<file path="config.mk">
export PLATFORM = sky130hd
export DESIGN_NAME = xlr8_clkout_flat
export DESIGN_NICKNAME = d
export VERILOG_FILES = /design/src/rtl/xlr8_clkout_pkg.sv /design/src/rtl/xlr8_clkout_if.sv /design/src/rtl/xlr8_clkout_gen.sv /design/src/rtl/xlr8_clkout.sv /design/src/flat_wrapper.sv
export SDC_FILE = /design/constraint.sdc
export NUM_CORES = 1
export LEC_CHECK = 0
export ABC_AREA = 1
export CAP_MARGIN = 20
export CORE_ASPECT_RATIO = 1.75
export CORE_UTILIZATION = 34
export DETAILED_ROUTE_END_ITERATION = 10
export GPL_TIMING_DRIVEN = 0
export SETUP_SLACK_MARGIN = 0.2
export SYNTH_ARGS = -nofsm -noshare
export SYNTH_HDL_FRONTEND = slang
export SYNTH_SLANG_ARGS = --single-unit
</file>
<file path="constraint.sdc">
create_clock -name clk -period 2.5 [get_ports clk]
set_input_delay 0.25 -clock clk [delete_from_list [all_inputs] [get_ports clk]]
set_output_delay 0.25 -clock clk [all_outputs]
set_load 0.1 [all_outputs]
</file>
<file path="src/rtl/xlr8_clkout_pkg.sv">
// xlr8_clkout_pkg: state type, widths, CLKODR bit positions and address-space helper
package xlr8_clkout_pkg;
    localparam int DIVEXP_W = 4;
    localparam int CNT_W = 16;
    localparam int ODR_DIVEXP_LSB = 0;
    localparam int ODR_RUN_BIT = 7;
    typedef enum logic [1:0] {IDLE, RUN, STOP} state_t;
    function automatic logic is_dm(input logic [7:0] addr);
        return addr >= 8'h60;
    endfunction
endpackage

</file>
<file path="src/rtl/xlr8_clkout_if.sv">
// xlr8_clkout_if: AVR I/O and data-memory register bus
interface xlr8_clkout_if;
    logic [5:0] adr;
    logic [7:0] dbus_in;
    logic [7:0] dbus_out;
    logic iore;
    logic iowe;
    logic io_out_en;
    logic [7:0] ramadr;
    logic ramre;
    logic ramwe;
    logic dm_sel;
    modport master(output adr, dbus_in, iore, iowe, ramadr, ramre, ramwe, dm_sel, input dbus_out, io_out_en);
    modport slave(input adr, dbus_in, iore, iowe, ramadr, ramre, ramwe, dm_sel, output dbus_out, io_out_en);
endinterface

</file>
<file path="src/rtl/xlr8_clkout_gen.sv">
// xlr8_clkout_gen: half-period counter, shadow DIVEXP and glitch-free run/stop FSM (rise port with XLR8_CLKOUT_CNT_EN)
module xlr8_clkout_gen
    import xlr8_clkout_pkg::*;
(
    input  logic                clk,
    input  logic                rstn,
    input  logic                clken,
    input  logic                en_q,
    input  logic [DIVEXP_W-1:0] divexp,
`ifdef XLR8_CLKOUT_CNT_EN
    output logic                rise,
`endif
    output logic                clkout,
    output logic                clkout_oe
);
    state_t state, state_nx;
    logic [CNT_W-1:0] cnt, cnt_nx;
    logic [DIVEXP_W-1:0] divexp_act;
    logic clkout_nx, load, term;

    assign term = cnt == (CNT_W'(1) << divexp_act) - CNT_W'(1);
`ifdef XLR8_CLKOUT_CNT_EN
    assign rise = clkout_nx && !clkout;
`endif

    // STOP only exists while clkout is high, so a low phase can be abandoned at once
    always_comb begin
        state_nx = state;
        cnt_nx = cnt + CNT_W'(1);
        clkout_nx = clkout;
        load = 1'b0;
        if (state == IDLE) begin
            cnt_nx = '0;
            if (en_q) begin
                state_nx = RUN;
                clkout_nx = 1'b1;
                load = 1'b1;
            end
        end else if (!en_q && !clkout) begin
            state_nx = IDLE;
            cnt_nx = '0;
        end else if (term) begin
            state_nx = en_q ? RUN : IDLE;
            clkout_nx = !clkout;
            cnt_nx = '0;
            load = 1'b1;
        end else
            state_nx = en_q ? RUN : STOP;
    end

    always_ff @(posedge clk or negedge rstn)
        if (!rstn) begin
            state <= IDLE;
            cnt <= '0;
            clkout <= 1'b0;
            clkout_oe <= 1'b0;
            divexp_act <= '0;
        end else if (clken) begin
            state <= state_nx;
            cnt <= cnt_nx;
            clkout <= clkout_nx;
            clkout_oe <= state_nx != IDLE;
            if (load) divexp_act <= divexp;
        end
endmodule

</file>
<file path="src/rtl/xlr8_clkout.sv">
// xlr8_clkout: divided clock output with CLKODR register; XLR8_CLKOUT_CNT_EN adds the CLKOCNT rising-edge counter
module xlr8_clkout
    import xlr8_clkout_pkg::*;
#(
    parameter logic [7:0]          CLKODR_ADDR  = 8'hE6,
    parameter logic [7:0]          CLKOCNT_ADDR = 8'hE7,
    parameter logic [DIVEXP_W-1:0] DIVEXP_RESET = 4'd9
) (
    input  logic         clk,
    input  logic         rstn,
    input  logic         clken,
    xlr8_clkout_if.slave bus,
    input  logic         intosc_div1024_en,
    output logic         clkout,
    output logic         clkout_oe
);
    localparam bit ODR_DM = is_dm(CLKODR_ADDR);
    logic en_q, odr_sel, odr_re, odr_we, cnt_re;
    logic [DIVEXP_W-1:0] divexp;
    logic [7:0] odr_val, cnt_val;

    assign odr_sel = ODR_DM ? bus.dm_sel && bus.ramadr == CLKODR_ADDR : bus.adr == CLKODR_ADDR[5:0];
    assign odr_re = odr_sel && (ODR_DM ? bus.ramre : bus.iore);
    assign odr_we = odr_sel && (ODR_DM ? bus.ramwe : bus.iowe);

    always_comb begin
        odr_val = '0;
        odr_val[ODR_DIVEXP_LSB +: DIVEXP_W] = divexp;
        odr_val[ODR_RUN_BIT] = clkout_oe;
    end

    always_ff @(posedge clk or negedge rstn)
        if (!rstn) begin
            en_q <= 1'b0;
            divexp <= DIVEXP_RESET;
        end else if (clken) begin
            en_q <= intosc_div1024_en;
            if (odr_we) divexp <= bus.dbus_in[ODR_DIVEXP_LSB +: DIVEXP_W];
        end

`ifdef XLR8_CLKOUT_CNT_EN
    localparam bit CNT_DM = is_dm(CLKOCNT_ADDR);
    logic cnt_sel, cnt_we, rise;

    assign cnt_sel = CNT_DM ? bus.dm_sel && bus.ramadr == CLKOCNT_ADDR : bus.adr == CLKOCNT_ADDR[5:0];
    assign cnt_re = cnt_sel && (CNT_DM ? bus.ramre : bus.iore);
    assign cnt_we = cnt_sel && (CNT_DM ? bus.ramwe : bus.iowe);

    // a clearing write beats a coincident rising edge
    always_ff @(posedge clk or negedge rstn)
        if (!rstn) cnt_val <= '0;
        else if (clken) cnt_val <= cnt_we ? 8'd0 : cnt_val + 8'(rise);
`else
    assign cnt_re = 1'b0;
    assign cnt_val = '0;
`endif

    xlr8_clkout_gen u_gen (
        .clk,
        .rstn,
        .clken,
        .en_q,
        .divexp,
`ifdef XLR8_CLKOUT_CNT_EN
        .rise,
`endif
        .clkout,
        .clkout_oe
    );

    assign bus.io_out_en = odr_re || cnt_re;
    assign bus.dbus_out = odr_re ? odr_val : cnt_re ? cnt_val : 8'd0;
endmodule

</file>
<file path="src/flat_wrapper.sv">
// flat-port wrapper written by rule: the top's interface ports become plain ports
module xlr8_clkout_flat import xlr8_clkout_pkg::*;
#(
    parameter logic [7:0]          CLKODR_ADDR  = 8'hE6,
    parameter logic [7:0]          CLKOCNT_ADDR = 8'hE7,
    parameter logic [DIVEXP_W-1:0] DIVEXP_RESET = 4'd9
)
  (clk, rstn, clken, intosc_div1024_en, clkout, clkout_oe, bus_adr, bus_dbus_in, bus_iore, bus_iowe, bus_ramadr, bus_ramre, bus_ramwe, bus_dm_sel, bus_dbus_out, bus_io_out_en);
  xlr8_clkout_if bus_i ();
  input  logic clk;
  input  logic rstn;
  input  logic clken;
  input  logic intosc_div1024_en;
  output logic clkout;
  output logic clkout_oe;
  input wire logic [$bits(bus_i.adr)-1:0] bus_adr;
  input wire logic [$bits(bus_i.dbus_in)-1:0] bus_dbus_in;
  input wire logic [$bits(bus_i.iore)-1:0] bus_iore;
  input wire logic [$bits(bus_i.iowe)-1:0] bus_iowe;
  input wire logic [$bits(bus_i.ramadr)-1:0] bus_ramadr;
  input wire logic [$bits(bus_i.ramre)-1:0] bus_ramre;
  input wire logic [$bits(bus_i.ramwe)-1:0] bus_ramwe;
  input wire logic [$bits(bus_i.dm_sel)-1:0] bus_dm_sel;
  output wire logic [$bits(bus_i.dbus_out)-1:0] bus_dbus_out;
  output wire logic [$bits(bus_i.io_out_en)-1:0] bus_io_out_en;
  assign bus_i.adr = bus_adr;
  assign bus_i.dbus_in = bus_dbus_in;
  assign bus_i.iore = bus_iore;
  assign bus_i.iowe = bus_iowe;
  assign bus_i.ramadr = bus_ramadr;
  assign bus_i.ramre = bus_ramre;
  assign bus_i.ramwe = bus_ramwe;
  assign bus_i.dm_sel = bus_dm_sel;
  assign bus_dbus_out = bus_i.dbus_out;
  assign bus_io_out_en = bus_i.io_out_en;
  xlr8_clkout #(.CLKODR_ADDR(CLKODR_ADDR), .CLKOCNT_ADDR(CLKOCNT_ADDR), .DIVEXP_RESET(DIVEXP_RESET)) u_core (.clk(clk), .rstn(rstn), .clken(clken), .bus(bus_i), .intosc_div1024_en(intosc_div1024_en), .clkout(clkout), .clkout_oe(clkout_oe));
endmodule
</file>
### Yosys cells after proc, flatten, opt, wreduce, memory -nomap -nowiden

Index checks and enable logic that the tools add are counted.

| storage, ports and cells | value |
|---|---|
| register bits | 29 |
| bits in latches | 0 |
| bits in writable memories | 0 |
| memory bits (read-only) | 0 |
| input bits | 31 |
| output and inout bits | 11 |
| word-level logic and storage cells | 44 |
| memories kept | 0 |

| cells by class | value |
|---|---|
| add/subtract/negate cells | 2 |
| multipliers | 0 |
| div/mod/pow operators | 0 |
| order comparisons | 0 |
| equal/unequal tests | 4 |
| shift operators | 1 |
| muxes and demuxes | 18 |
| bitwise logic cells | 0 |
| reduce and logical (&&, ||, !) cells | 12 |

Operators with widths:

| cell | count |
|---|---|
| 2-to-1 mux 16 bit | 3 |
| adder 16 x 1 -> 16 bit (second input constant) | 1 |
| equality test 16 bit | 1 |
| << shifter 1 x 4 -> 16 bit (first input constant) | 1 |
| subtractor 16 x 1 -> 16 bit (second input constant) | 1 |
| 2-to-1 mux 2 bit | 5 |
| 2-to-1 mux 1 bit | 9 |
| equality test 8 bit (second input constant) | 1 |
| 2-to-1 mux 8 bit | 1 |
| logical AND 1 bit | 4 |
| AND reduction 2 bit | 2 |
| AND reduction 4 bit | 1 |
| nonzero test 2 bit | 2 |
| logical NOT 1 bit | 2 |
| logical NOT 2 bit | 1 |
| != test 2 x 1 -> 1 bit (second input constant) | 1 |
| != test 2 bit (second input constant) | 1 |

### Longest topological paths before layout

Gate-level depths: netlist (run 1).

| depth | value |
|---|---|
| depth in word-level cells | 7 |
| gate-level depth with buffers | 18 |
| gate-level depth less buffers | 17 |

### Cells and area by module

Synthesis (run 1) repeated with hierarchy kept, for this count alone.

| second synthesis, totals | value |
|---|---|
| cell total of the unflattened synthesis | 321 |
| area, all modules | 2,233.4 µm² |

By module, submodules not included:

| module | times used | cells each | area each (µm²) | seq. area each (µm²) |
|---|---|---|---|---|
| xlr8_clkout_gen | 1 | 270 | 1,854.3 | 600.6 |
| xlr8_clkout | 1 | 51 | 379.1 | 127.6 |

### Worst setup path before layout (run 1)

Ideal clock, no wire load.

| timing path | value |
|---|---|
| path kind | reg-to-output |
| start | register u_core.u_gen.clkout_oe |
| end | output bus_dbus_out[7] |
| arrival | 2,331 ps |
| data required time | 2,250 ps |
| path slack | -81 ps |
| cell stages (with the launch flop) | 3 |
| path buffers | 0 |
| path through | dfrtp_1 -> inv_1 -> nor2_1 |

| on the way | value |
|---|---|
| word-level cells in the longest chain between the ends | 1 |

Ends and longest elaborated chain:

| what | RTL line | RTL |
|---|---|---|
| from (decl) | xlr8_clkout_gen.sv:14 | `output logic clkout_oe` |
| from (signal assigned) | xlr8_clkout_gen.sv:56 | `clkout_oe <= 1'b0;` |
| from (signal assigned) | xlr8_clkout_gen.sv:62 | `clkout_oe <= state_nx != IDLE;` |
| 2-to-1 mux 8 bit | xlr8_clkout.sv:72 | `assign bus.dbus_out = odr_re ? odr_val : cnt_re ? cnt_val : 8'd0;` |
| to (decl) | flat_wrapper.sv:24 | `output wire logic [$bits(bus_i.dbus_out)-1:0] bus_dbus_out;` |

Every way passes these cells.

### Worst setup path after layout (run 1)

| timing path | value |
|---|---|
| start | register u_core.u_gen.divexp_act[3] |
| end | register u_core.u_gen.cnt[13] |

| on the way | value |
|---|---|
| word-level cells in the longest chain between the ends | 6 |

Ends and longest elaborated chain:

| what | RTL line | RTL |
|---|---|---|
| from (decl) | xlr8_clkout_gen.sv:18 | `logic [DIVEXP_W-1:0] divexp_act;` |
| from (signal assigned) | xlr8_clkout_gen.sv:63 | `if (load) divexp_act <= divexp;` |
| << shifter 1 x 4 -> 16 bit | xlr8_clkout_gen.sv:21 | `assign term = cnt == (CNT_W'(1) << divexp_act) - CNT_W'(1);` |
| subtractor 16 x 1 -> 16 bit | xlr8_clkout_gen.sv:21 |  |
| equality test 16 bit | xlr8_clkout_gen.sv:21 |  |
| 2-to-1 mux 16 bit | xlr8_clkout_gen.sv:42 | `end else if (term) begin` |
| 2-to-1 mux 16 bit | xlr8_clkout_gen.sv:39 | `end else if (!en_q && !clkout) begin` |
| 2-to-1 mux 16 bit | xlr8_clkout_gen.sv:32 | `if (state == IDLE) begin` |
| to (signal assigned) | xlr8_clkout_gen.sv:60 | `cnt <= cnt_nx;` |
| to (decl) | xlr8_clkout_gen.sv:17 | `logic [CNT_W-1:0] cnt, cnt_nx;` |

Every way passes these cells.
A chain may end at the register's enable or synchronous reset.

==> key figures, run 1 <==
Synthesis
  • Number of distinct library cells after synthesis: 33
  • Proportion of netlist area held by the largest area contributor: 0.307
  • Cell accounting for the most synthesized area: sky130_fd_sc_hd__dfrtp_1
  • Synthesized area per cell: 6.64 um2
  • Fraction of the yosys area taken by sequential cells: 0.331
  • Post-Synthesis Cells: 331
  • Cell area after synthesis: 0.00220 mm2
  • Cells taking the most area after synthesis: sky130_fd_sc_hd__dfrtp_1 (31%), sky130_fd_sc_hd__nand2_1 (20%), sky130_fd_sc_hd__inv_1 (6.5%)
  • Yosys warnings: 0
  • Total of flip-flops plus latches after synthesis: 29

Die
  • Horizontal extent of the die: 62.8 um
  • Number of rows created at floorplan: 38
  • DIE AREA: 0.00680 mm2
  • Total core area: 0.00623 mm2
  • Die Y-Extent: 108 um
  • Starting utilization of the core area: 0.353
  • # IOs: 42

Global route
  • Initial antenna violation count: 0
  • Combined global-route utilization of all metal layers: 0.181
  • Wire length of the first global-routing pass: 9670 um
  • Pin count of the biggest net entering global routing: 21
  • Vias in the first global route: 2190
  • Global-route congestion overflow total: 0

Worst setup path
  • Cell with the largest stage delay on the worst path: sky130_fd_sc_hd__dfrtp_1
  • Cell mode on critical path: sky130_fd_sc_hd__nand2_2
  • CP Launch Type: flop
  • Required time of the worst setup path: 2.67 ns
  • Cell-by-cell trace of the critical path: buf_6, nor2_8, nand3_4, ha_4, inv_4, nand2_2, nand2_2, inv_1, nand2_1, nand3_2, nor2_2, nand2_2, nor2_4, nand3_4, buf_4, nand4_1, nand2_1
  • Crit end category: flop
  • Largest stage delay on the critical path: 0.37 ns
  • Signal arrival time at the worst endpoint: 2.39 ns
  • CP Max Fanout: 7
  • Crit path kind: flop to flop

Run
  • Max cap viols: 0

CTS
  • Total of hold buffers inserted after clock tree synthesis: 0
  • Clock-pin slew on the worst setup and hold paths: 0.07 ns
  • CTS tree: yes
  • Count of clock tree sinks: 29
  • Maximum root-to-sink buffer count: 2
  • H-tree levels: 2
  • Clock root buffer: sky130_fd_sc_hd__clkbuf_8
  • Clock latency of the later-clocked register in the worst-skew pair: 0.29 ns
  • Number of buffers inserted during clock tree synthesis: 5

Final layout
  • Area occupied by registers: 729 um2
  • Number of non-filler instances in the completed layout: 459
  • Fraction of final layout cells sized beyond drive strength 1: 0.216
  • Layout fillers: 640
  • Most frequent cells in the layout: sky130_fd_sc_hd__nand2_1 (107), sky130_fd_sc_hd__inv_1 (37), sky130_fd_sc_hd__dfrtp_1 (26), sky130_fd_sc_hd__nand3_1 (25), sky130_fd_sc_hd__nor2_1 (23)
  • Area of the multi-input gates: 0.00134 mm2
  • N_diodes: 0
  • Number of nets in the layout: 411
  • Area growth, synth to finish: 30.2%
  • Most common cell after layout, fill and taps aside: sky130_fd_sc_hd__nand2_1
  • Fraction of the core area covered by cells at the end of the flow: 0.459

Power and ir drop
  • Cell Pwr Density: 733 mW/mm2
  • Leakage power: 1.47 nW
  • VDD IR-drop max: 0.607 mV
  • Tot Pwr: 0.00210 W

Routing
  • Total wirelength of the detailed-routed design: 5500 um
  • Drt initial violations: 58
  • Number of DRC violations after detailed routing: 0
  • Count of TritonRoute iterations in the first routing pass: 4
  • Via Count: 2200
  • Average wire length per cell after detail routing: 12.0 um
  • Count of antenna-violating nets left after detailed routing: 0
  • Detailed-route vias per instance: 4.79

STA
  • Worst setup margin: 0.283 ns
  • RSZ-0062 raised after global routing: yes
  • Clock Skew: 0.00754 ns
  • Achievable frequency: 451 MHz
  • Final Slew Violations: 0
  • Count of endpoints failing setup in the final report: 0
  • Measured slew at the worst slew-check pin: 0.980 ns
  • Min Clock Period, post-route: 2.22 ns
  • Worst slew margin relative to its limit: 0.345
  • Number of hold violations in the final report: 0
  • Final critical-path share of the clock period: 0.887

Placement
  • Placed wire-length estimate after detailed placement: 4220 um
  • Count of port buffers added during placement: 25
  • Final GP Congestion: 0.904
  • Minimum setup slack after placement: -0.416 ns
  • Cell total after placement: 439

Outcome
  • Status: finished clean

Worst hold path
  • Type of the tightest min-delay check: input port to async pin
flip-flops by register name (all words and copies together), names as in the netlist:
signal,cells
u_core.divexp,4
u_core.en_q,1
u_core.u_gen.clkout_oe,1
u_core.u_gen.cnt,16
u_core.u_gen.clkout,1
u_core.u_gen.divexp_act,4
u_core.u_gen.state,2
worst paths after layout:
kind	startpoint	to	slack [ns]	depth (start not counted)
min	rstn	u_core.u_gen.cnt[5]$_DFFE_PN0P_	0.31	1
max in group asynchronous	rstn	u_core.divexp[3]$_DFFE_PN1P_	1.62	2
max	u_core.u_gen.divexp_act[3]$_DFFE_PN0P_	u_core.u_gen.cnt[13]$_DFFE_PN0P_	0.28	17
max reg2reg	u_core.u_gen.divexp_act[3]$_DFFE_PN0P_	u_core.u_gen.cnt[13]$_DFFE_PN0P_	0.28	17
min in group clk	clken	u_core.en_q$_DFFE_PN0P_	0.36	3
min reg2reg	u_core.u_gen.state[1]$_DFFE_PN0P_	u_core.u_gen.state[1]$_DFFE_PN0P_	0.48	2
critical path, delay by kind of cell, from the launching register on:
family,cells,cell delay (ns)
AND/OR/NAND/NOR,12,1.10
flip-flops,1,0.37
buffers and inverters,4,0.44
adder cells (fa/ha/maj),1,0.18
routing by layer:
layer  part of all wire  global-route usage  vias to the layer above  routed length (um)
met5                  0                   0                        -                   0
met4              0.032              0.0930                        0                 176
met3              0.028              0.0243                       12                 155
met2               0.54               0.343                       46                2950
met1               0.40               0.192                     1002                2230
li1                   -                   -                     1140                   -
stage by stage:
step                      TNS (ns)  instance area (um2)  hold WS, ns
after floorplan                  0                 2210      -0.0456
after global placement       -2.34                 2560        0.461
after detailed placement     -2.56                 2590        0.464
after CTS                        0                 2760        0.329
after global routing             0                 2860        0.352
final                            0                 2860        0.310
timing repair:
action / CTS / global route
endpoints found under the setup margin: 29 / 25
pin swaps: 6 / 18
resized for setup: 34 / 26
gates cloned: 1 / 1
buffers inserted: 5 / 5
hold endpoints to repair: 0 / 0
power by group:
group | internal (W) | total [W] | switching, W
clock network | 0.000248 | 0.000428 | 0.000180
registers | 0.000506 | 0.000542 | 0.0000359
logic | 0.000425 | 0.00113 | 0.000704
total | 0.00118 | 0.00210 | 0.000919
cells by family (layout without fill, tap and decap cells):
kind of cell    Yosys count  in the layout  synth area share
compound gates           17             17            0.0410
xor+xnor                  8              8            0.0319
fa+ha+maj                 2              2            0.0114
buf+inv                  57            102             0.114
flops                    29             29             0.331
mux                       4              4            0.0205
other cells               1              3           0.00171
simple gates            213            214             0.448
final cells by class:
cell class,count,share of cell area
multi-input cells,248,0.468
well taps,80,0.0350
clock inverters,1,0.00175
flip-flops and latches,29,0.255
plain buffers,12,0.0302
inverters,45,0.0608
repair buffers,37,0.115
clock buffers,7,0.0337
synthesized netlist by cell type (all sizes together):
cell    instances
a21oi           6
and3            1
buf             8
clkbuf          4
clkinv          2
conb            1
dfrtp          27
dfstp           2
ha              2
inv            43
mux2            4
nand2         122
nand3          29
nand3b          2
nand4          20
nor2           36
nor3            1
nor3b           1
o21ai          10
o22ai           1
or2             1
xor2            8
No activity file was read; power rests on OpenSTA's default activity.
==> inputs of run 2 (changes only) <==
--- a/config.mk
+++ b/config.mk
@@ -10,7 +10,7 @@
 export CORE_ASPECT_RATIO = 1.75
 export CORE_UTILIZATION = 34
 export DETAILED_ROUTE_END_ITERATION = 10
-export GPL_TIMING_DRIVEN = 0
+export GPL_TIMING_DRIVEN = 1
 export SETUP_SLACK_MARGIN = 0.2
 export SYNTH_ARGS = -nofsm -noshare
 export SYNTH_HDL_FRONTEND = slang
==> constraint.sdc (replaced) <==
create_clock -name clk -period 2.2 [get_ports clk]
set_input_delay 0.22 -clock clk [delete_from_list [all_inputs] [get_ports clk]]
set_output_delay 0.22 -clock clk [all_outputs]
set_load 0.1 [all_outputs]
==> run 2 against run 1 <==
- sequential share of layout area rose by 0.064 points
- final area rose by 0.26%
- power rose by 4.7%
- critical path depth fell by 2
- worst setup slack got worse by 0.22 ns
- non-clock buffer count fell by 8
- largest power group unchanged
- clock-buffer cell count fell by 1
- utilization rose by 0.12 points
==> key figures, run 2 (same netlist as run 1, synthesis figures left out) <==
Worst setup path
  • Worst R2R Path Depth: 15 (-2)
  • Crit path kind: flop to flop
  • CP Max Fanout: 10 (+3)
  • Capture point of the worst reg-to-reg path: u_core.u_gen.cnt[15]$_DFFE_PN0P_
  • CP Launch Type: flop
  • Required time of the worst setup path: 2.36 ns (-0.31 ns)
  • Reg-to-reg slack, setup: 0.06 ns (-0.22 ns)
  • Launching point of the worst reg2reg path: u_core.u_gen.divexp_act[3]$_DFFE_PN0P_
  • Crit end category: flop
  • Signal arrival time at the worst endpoint: 2.30 ns (-0.09 ns)

Die
  • # IOs: 42 (unchanged)
  • Number of rows created at floorplan: 38 (unchanged)
  • Starting utilization of the core area: 0.353 (unchanged)
  • Total core area: 0.00623 mm2 (unchanged)
  • DIE AREA: 0.00680 mm2 (unchanged)
  • Die Y-Extent: 108 um (unchanged)
  • Horizontal extent of the die: 62.8 um (unchanged)

STA
  • Achievable frequency: 467 MHz (+3.6%)
  • Min Clock Period, post-route: 2.14 ns (-0.0771 ns)
  • Final critical-path share of the clock period: 0.973 (+0.0859)
  • Setup TNS: 0 ns (unchanged)
  • Count of endpoints failing setup in the final report: 0 (unchanged)
  • Clock Skew: 0.00469 ns (-0.00285 ns)
  • Measured slew at the worst slew-check pin: 0.749 ns (-0.231 ns)
  • RSZ-0062 raised after global routing: yes
  • Final Slew Violations: 0 (unchanged)
  • Worst slew margin relative to its limit: 0.501 (+0.156)
  • Number of hold violations in the final report: 0 (unchanged)

Final layout
  • Most frequent cells in the layout: sky130_fd_sc_hd__nand2_1 (109), sky130_fd_sc_hd__inv_1 (36), sky130_fd_sc_hd__nand3_1 (25), sky130_fd_sc_hd__nor2_1 (24), sky130_fd_sc_hd__dfrtp_1 (23)
  • Most common cell after layout, fill and taps aside: sky130_fd_sc_hd__nand2_1
  • Register with the most flip-flops: u_core.u_gen.cnt
  • Fraction of final layout cells sized beyond drive strength 1: 0.224 (+0.00736)
  • Area growth, synth to finish: 30.5%
  • Largest regs: u_core.u_gen.cnt: 16 flops, u_core.divexp: 4 flops, u_core.u_gen.divexp_act: 4 flops
  • Max reg flops: 16 (unchanged)
  • Number of nets in the layout: 403 (-1.9%)
  • N_diodes: 0 (unchanged)

Placement
  • Count of port buffers added during placement: 26 (+4.0%)
  • Placed wire-length estimate after detailed placement: 4290 um (+1.7%)
  • Final GP Congestion: 0.874 (-3.3%)

Routing
  • Count of antenna-violating nets left after detailed routing: 0 (unchanged)
  • Average wire length per cell after detail routing: 12.4 um (+3.1%)
  • Number of DRC violations after detailed routing: 0 (unchanged)
  • Detailed-route vias per instance: 4.83 (+0.76%)
  • Via Count: 2178 (-1.0%)
  • Drt initial violations: 69 (+19%)
  • Total wirelength of the detailed-routed design: 5580 um (+1.3%)
  • Count of TritonRoute iterations in the first routing pass: 4 (unchanged)

CTS
  • CTS tree: yes
  • Clock root buffer: sky130_fd_sc_hd__clkbuf_8
  • Clock-pin slew on the worst setup and hold paths: 0.06 ns (about the same)
  • Count of clock tree sinks: 29 (unchanged)
  • Clock latency of the later-clocked register in the worst-skew pair: 0.28 ns (about the same)
  • H-tree levels: 2 (unchanged)
  • Maximum root-to-sink buffer count: 2 (unchanged)
  • Number of buffers inserted during clock tree synthesis: 5 (unchanged)

Global route
  • Vias in the first global route: 2073 (-5.3%)
  • Global-route congestion overflow total: 0 (unchanged)
  • Combined global-route utilization of all metal layers: 0.176 (-0.00530)
  • Wire length of the first global-routing pass: 9380 um (-3.0%)
  • Pin count of the biggest net entering global routing: 30 (+43%)
  • Initial antenna violation count: 0 (unchanged)

Power and ir drop
  • Leakage power: 1.43 nW (-2.6%)
  • Cell Pwr Density: 766 mW/mm2 (+4.4%)
  • Tot Pwr: 0.00220 W (+4.7%)
  • VDD IR-drop max: 0.566 mV (-6.8%)

Run
  • Max cap viols: 0 (unchanged)

Outcome
  • Status: finished clean

Worst hold path
  • Type of the tightest min-delay check: input port to async pin
## run 2: worst max path at each step
stage / from / endpoint / slack, ns / cells after the start
2_1_floorplan: bus_ramadr[4] / bus_dbus_out[0] / -0.07 / 5
3_3_place_gp: u_core.u_gen.divexp_act[2]$_DFFE_PN0P_ / u_core.u_gen.cnt[5]$_DFFE_PN0P_ / 0.09 / 16
3_5_place_dp: u_core.u_gen.divexp_act[2]$_DFFE_PN0P_ / u_core.u_gen.divexp_act[0]$_DFFE_PN0P_ / 0.07 / 17
4_1_cts: u_core.u_gen.divexp_act[2]$_DFFE_PN0P_ / u_core.u_gen.clkout$_DFFE_PN0P_ / 0.08 / 15
5_1_grt: u_core.u_gen.divexp_act[3]$_DFFE_PN0P_ / u_core.u_gen.cnt[11]$_DFFE_PN0P_ / -0.11 / 16
6_report: u_core.u_gen.divexp_act[3]$_DFFE_PN0P_ / u_core.u_gen.cnt[15]$_DFFE_PN0P_ / 0.06 / 15
## run 2: per-stage QoR
stage / hold WS [ns] / util / setup slack [ns] / std cells / cell area [um2]
floorplan: -0.0756 / - / -0.0690 / 333 / 2240
finish: 0.326 / 0.461 / 0.0604 / 451 / 2870
detailed placement: 0.467 / 0.426 / 0.0669 / 439 / 2660
global placement: 0.459 / 0.426 / 0.0923 / 439 / 2660
global route: 0.354 / 0.461 / -0.114 / 451 / 2870
CTS: 0.336 / 0.447 / 0.0773 / 449 / 2790
## run 2: where the power goes
part	total, W	switching (W)	internal [W]
Combinational	0.00116	0.000760	0.000403
Sequential	0.000616	0.0000409	0.000576
Clock	0.000417	0.000198	0.000219
## run 2: cell type report
type,count,area (um2)
fill,644,3360
multi-input combinational,248,1350
sequential,29,733
timing repair buffer,41,432
inverter,45,171
tap,80,100
clock buffer,6,72.6
clock inverter,2,10.0
## run 2: critical path, stage by stage (launching register included)
cell and delay [ns]:
sky130_fd_sc_hd__dfrtp_2 0.44, sky130_fd_sc_hd__nor2_8 0.16, sky130_fd_sc_hd__nand3_4 0.09, sky130_fd_sc_hd__ha_4 0.18, sky130_fd_sc_hd__inv_4 0.05, sky130_fd_sc_hd__buf_4 0.12, sky130_fd_sc_hd__nor2_1 0.04, sky130_fd_sc_hd__o21ai_1 0.12
sky130_fd_sc_hd__nand2_1 0.08, sky130_fd_sc_hd__nand2_1 0.06, sky130_fd_sc_hd__nand2_1 0.05, sky130_fd_sc_hd__nor2_2 0.14, sky130_fd_sc_hd__nand3_4 0.16, sky130_fd_sc_hd__buf_6 0.19, sky130_fd_sc_hd__nand4_1 0.07, sky130_fd_sc_hd__nand2_1 0.06
## run 2: per-layer routing
layer | track usage | part of all wire
met5 | 0 | 0
met1 | 0.185 | 0.39
met2 | 0.334 | 0.55
met4 | 0.0914 | 0.029
met3 | 0.0232 | 0.030
## run 2: repair_timing
item                       in CTS  in global routing
buffers inserted                1                  2
cloned                          1                  0
resized for setup               7                 22
hold endpoints to repair        0                  0
hold buffers                    0                  0
setup endpoints to repair      25                 28
pin swaps                       7                 15
==> inputs of run 3 (changes only) <==
--- a/config.mk
+++ b/config.mk
@@ -11,7 +11,6 @@
 export CORE_UTILIZATION = 34
 export DETAILED_ROUTE_END_ITERATION = 10
 export GPL_TIMING_DRIVEN = 1
-export SETUP_SLACK_MARGIN = 0.2
 export SYNTH_ARGS = -nofsm -noshare
 export SYNTH_HDL_FRONTEND = slang
 export SYNTH_SLANG_ARGS = --single-unit
==> run 3 against run 2 <==
- utilization up 0.78 points
- register-to-register slack better by 0.03 ns
- routed wire length down 1.5%
- clock skew up 0.00057 ns
- combinational power up 9%
- hold slack worse by 0.0068 ns
- final area up 1.7%
- first-iteration DRC count down 16%
- highest routed layer unchanged
==> key figures, run 3 (same netlist as run 1, synthesis figures left out) <==
Global route
  • Pin count of the biggest net entering global routing: 30 (unchanged)
  • Combined global-route utilization of all metal layers: 0.178 (+0.00170)
  • Initial antenna violation count: 0 (unchanged)
  • Vias in the first global route: 2134 (+2.9%)
  • Global-route congestion overflow total: 0 (unchanged)
  • Wire length of the first global-routing pass: 9340 um (-0.45%)

Power and ir drop
  • Leakage power: 1.46 nW (+2.2%)
  • Tot Pwr: 0.00237 W (+7.8%)
  • Comb power frac: 0.535 (+0.006)
  • Internal power: 0.00133 W (+11%)
  • Fraction of power consumed by the clock network: 0.203 (+0.013)
  • Cell Pwr Density: 812 mW/mm2 (+6.0%)
  • Power spent charging and discharging nets: 0.00104 W (+4.0%)
  • Sequential cell fraction of total power: 0.262 (-0.019)
  • Switching power as a share of total power: 0.439 (-0.0163)
  • VDD IR-drop max: 0.898 mV (+59%)

STA
  • Clock Skew: 0.00525 ns (+0.000568 ns)
  • Number of hold violations in the final report: 0 (unchanged)
  • Min Clock Period, post-route: 2.11 ns (-0.0340 ns)
  • Worst slew margin relative to its limit: 0.491 (-0.00915)
  • Worst setup margin: 0.0944 ns (+0.0340 ns)
  • Final critical-path share of the clock period: 0.957 (-0.0154)
  • RSZ-0062 raised after global routing: yes
  • Final Slew Violations: 0 (unchanged)
  • Setup TNS: 0 ns (unchanged)
  • Count of endpoints failing setup in the final report: 0 (unchanged)
  • Achievable frequency: 475 MHz (+1.6%)
  • Measured slew at the worst slew-check pin: 0.763 ns (+0.0137 ns)

Worst setup path
  • Required time of the worst setup path: 2.37 ns (about the same)
  • Signal arrival time at the worst endpoint: 2.28 ns (-0.02 ns)
  • CP Launch Type: flop
  • Levels on crit path: 15 (unchanged)
  • Crit path kind: flop to flop
  • Sum of buffers and inverters on the critical path: 0 (-3)
  • Cell-by-cell trace of the critical path: nor2_4, nand2_4, ha_4, nand2_2, nand2_2, nor2_4, nand3_2, nor2_2, nand2_2, nor2_4, nand3_4, nand2_8, nand2_8, nand2_2, nand2_1
  • CP Max Fanout: 5 (-5)
  • Worst R2R Path Depth: 15 (unchanged)
  • Delay-heaviest family, CP: simple AND/OR/NAND/NOR gates
  • Largest stage delay on the critical path: 0.44 ns (about the same)
  • Cell with the largest stage delay on the worst path: sky130_fd_sc_hd__dfrtp_1
  • Crit end category: flop
  • Cell mode on critical path: sky130_fd_sc_hd__nand2_2

CTS
  • Clock-pin slew on the worst setup and hold paths: 0.06 ns (about the same)
  • CTS tree: yes
  • Count of clock tree sinks: 29 (unchanged)
  • Clock root buffer: sky130_fd_sc_hd__clkbuf_8
  • Clock latency of the later-clocked register in the worst-skew pair: 0.28 ns (about the same)
  • Maximum root-to-sink buffer count: 2 (unchanged)
  • H-tree levels: 2 (unchanged)
  • Number of buffers inserted during clock tree synthesis: 5 (unchanged)

Final layout
  • Number of nets in the layout: 405 (+0.50%)
  • Largest regs: u_core.u_gen.cnt: 16 flops, u_core.divexp: 4 flops, u_core.u_gen.divexp_act: 4 flops
  • Area growth, synth to finish: 32.7%
  • Most frequent cells in the layout: sky130_fd_sc_hd__nand2_1 (106), sky130_fd_sc_hd__inv_1 (36), sky130_fd_sc_hd__nand3_1 (25), sky130_fd_sc_hd__dfrtp_1 (24), sky130_fd_sc_hd__nor2_1 (22)
  • Number of non-filler instances in the completed layout: 453 (+0.44%)
  • Max reg flops: 16 (unchanged)
  • Register with the most flip-flops: u_core.u_gen.cnt
  • Most common cell after layout, fill and taps aside: sky130_fd_sc_hd__nand2_1
  • N_diodes: 0 (unchanged)
  • Fraction of final layout cells sized beyond drive strength 1: 0.233 (+0.00952)

Placement
  • Final GP Congestion: 0.879 (+0.61%)
  • Placed wire-length estimate after detailed placement: 4300 um (+0.18%)
  • Minimum setup slack after placement: -0.0159 ns (-0.0828 ns)
  • Cell total after placement: 441 (+0.46%)
  • Count of port buffers added during placement: 26 (unchanged)

Outcome
  • Status: finished clean

Die
  • Number of rows created at floorplan: 38 (unchanged)
  • Die Y-Extent: 108 um (unchanged)
  • Starting utilization of the core area: 0.353 (unchanged)
  • Horizontal extent of the die: 62.8 um (unchanged)
  • # IOs: 42 (unchanged)
  • Total core area: 0.00623 mm2 (unchanged)
  • DIE AREA: 0.00680 mm2 (unchanged)

Run
  • Max cap viols: 0 (unchanged)

Routing
  • Drt initial violations: 58 (-16%)
  • Detailed-route vias per instance: 4.87 (+0.75%)
  • Count of antenna-violating nets left after detailed routing: 0 (unchanged)
  • Total wirelength of the detailed-routed design: 5490 um (-1.5%)
  • Average wire length per cell after detail routing: 12.1 um (-2.0%)
  • Number of DRC violations after detailed routing: 0 (unchanged)
  • Count of TritonRoute iterations in the first routing pass: 4 (unchanged)
  • Via Count: 2204 (+1.2%)

Worst hold path
  • Type of the tightest min-delay check: input port to async pin
## run 3: cell count changes in the layout (fill, tap and decap cells not counted), sizes merged
cell,change
clkbuf,+1
buf,+2
clkinv,-1
## run 3: worst register-to-register path, delay by kind of cell, from the launching register on
family        cells  cell delay [ns]
simple gates     14             1.31
flops             1             0.44
fa+ha+maj         1             0.25
## run 3: final cells by class
class                   instances  area, um2
flip-flops and latches         29        732
well taps                      80        100
clock buffers                   7       96.3
multi-input cells             248       1360
fillers                       642       3310
clock inverters                 1       5.00
inverters                      45        171
repair buffers                 43        450
## run 3: per-layer routing
metal / vias to the layer above / wire [um] / track usage
met1: 1019 / 2070 / 0.175
met3: 19 / 147 / 0.0232
li1: 1122 / - / -
met4: 0 / 220 / 0.126
met2: 44 / 3050 / 0.336
met5: - / 0 / 0
## run 3: power by group through the flow
stage	clock, W	sequential [W]	combinational [W]
final	0.000480	0.000621	0.00127
after global routing	0.000526	0.000626	0.00138
after CTS	0.000498	0.000615	0.00115
after detailed placement	0	0.000624	0.00102
after global placement	0	0.000623	0.00100
after floorplan	0	0.000723	0.000625
## run 3: worst paths after layout
path                                                          end                                    from  slack [ns]
max reg2reg                u_core.u_gen.divexp_act[3]$_DFFE_PN0P_  u_core.u_gen.divexp_act[1]$_DFFE_PN0P_        0.09
min reg2reg                     u_core.u_gen.state[1]$_DFFE_PN0P_       u_core.u_gen.state[1]$_DFFE_PN0P_        0.46
max in group asynchronous            u_core.divexp[3]$_DFFE_PN1P_                                    rstn        1.56
min in group clk                u_core.u_gen.state[1]$_DFFE_PN0P_       u_core.u_gen.state[1]$_DFFE_PN0P_        0.46
min                               u_core.u_gen.cnt[5]$_DFFE_PN0P_                                    rstn        0.32
max                        u_core.u_gen.divexp_act[3]$_DFFE_PN0P_  u_core.u_gen.divexp_act[1]$_DFFE_PN0P_        0.09
## run 3: what timing repair did
item,CTS,global route
setup endpoints to repair,7,23
pin swaps,8,17
endpoints found under the hold margin,0,0
hold buffers,0,0
setup buffers,1,2
resized for setup,9,29
gates cloned,1,0
## run 3: stage by stage
stage	cell area, um2	hold WS [ns]	util
floorplan	2210	-0.0756	-
global placement	2650	0.459	0.425
detailed placement	2650	0.459	0.425
CTS	2810	0.336	0.451
global route	2920	0.368	0.468
finish	2920	0.319	0.468
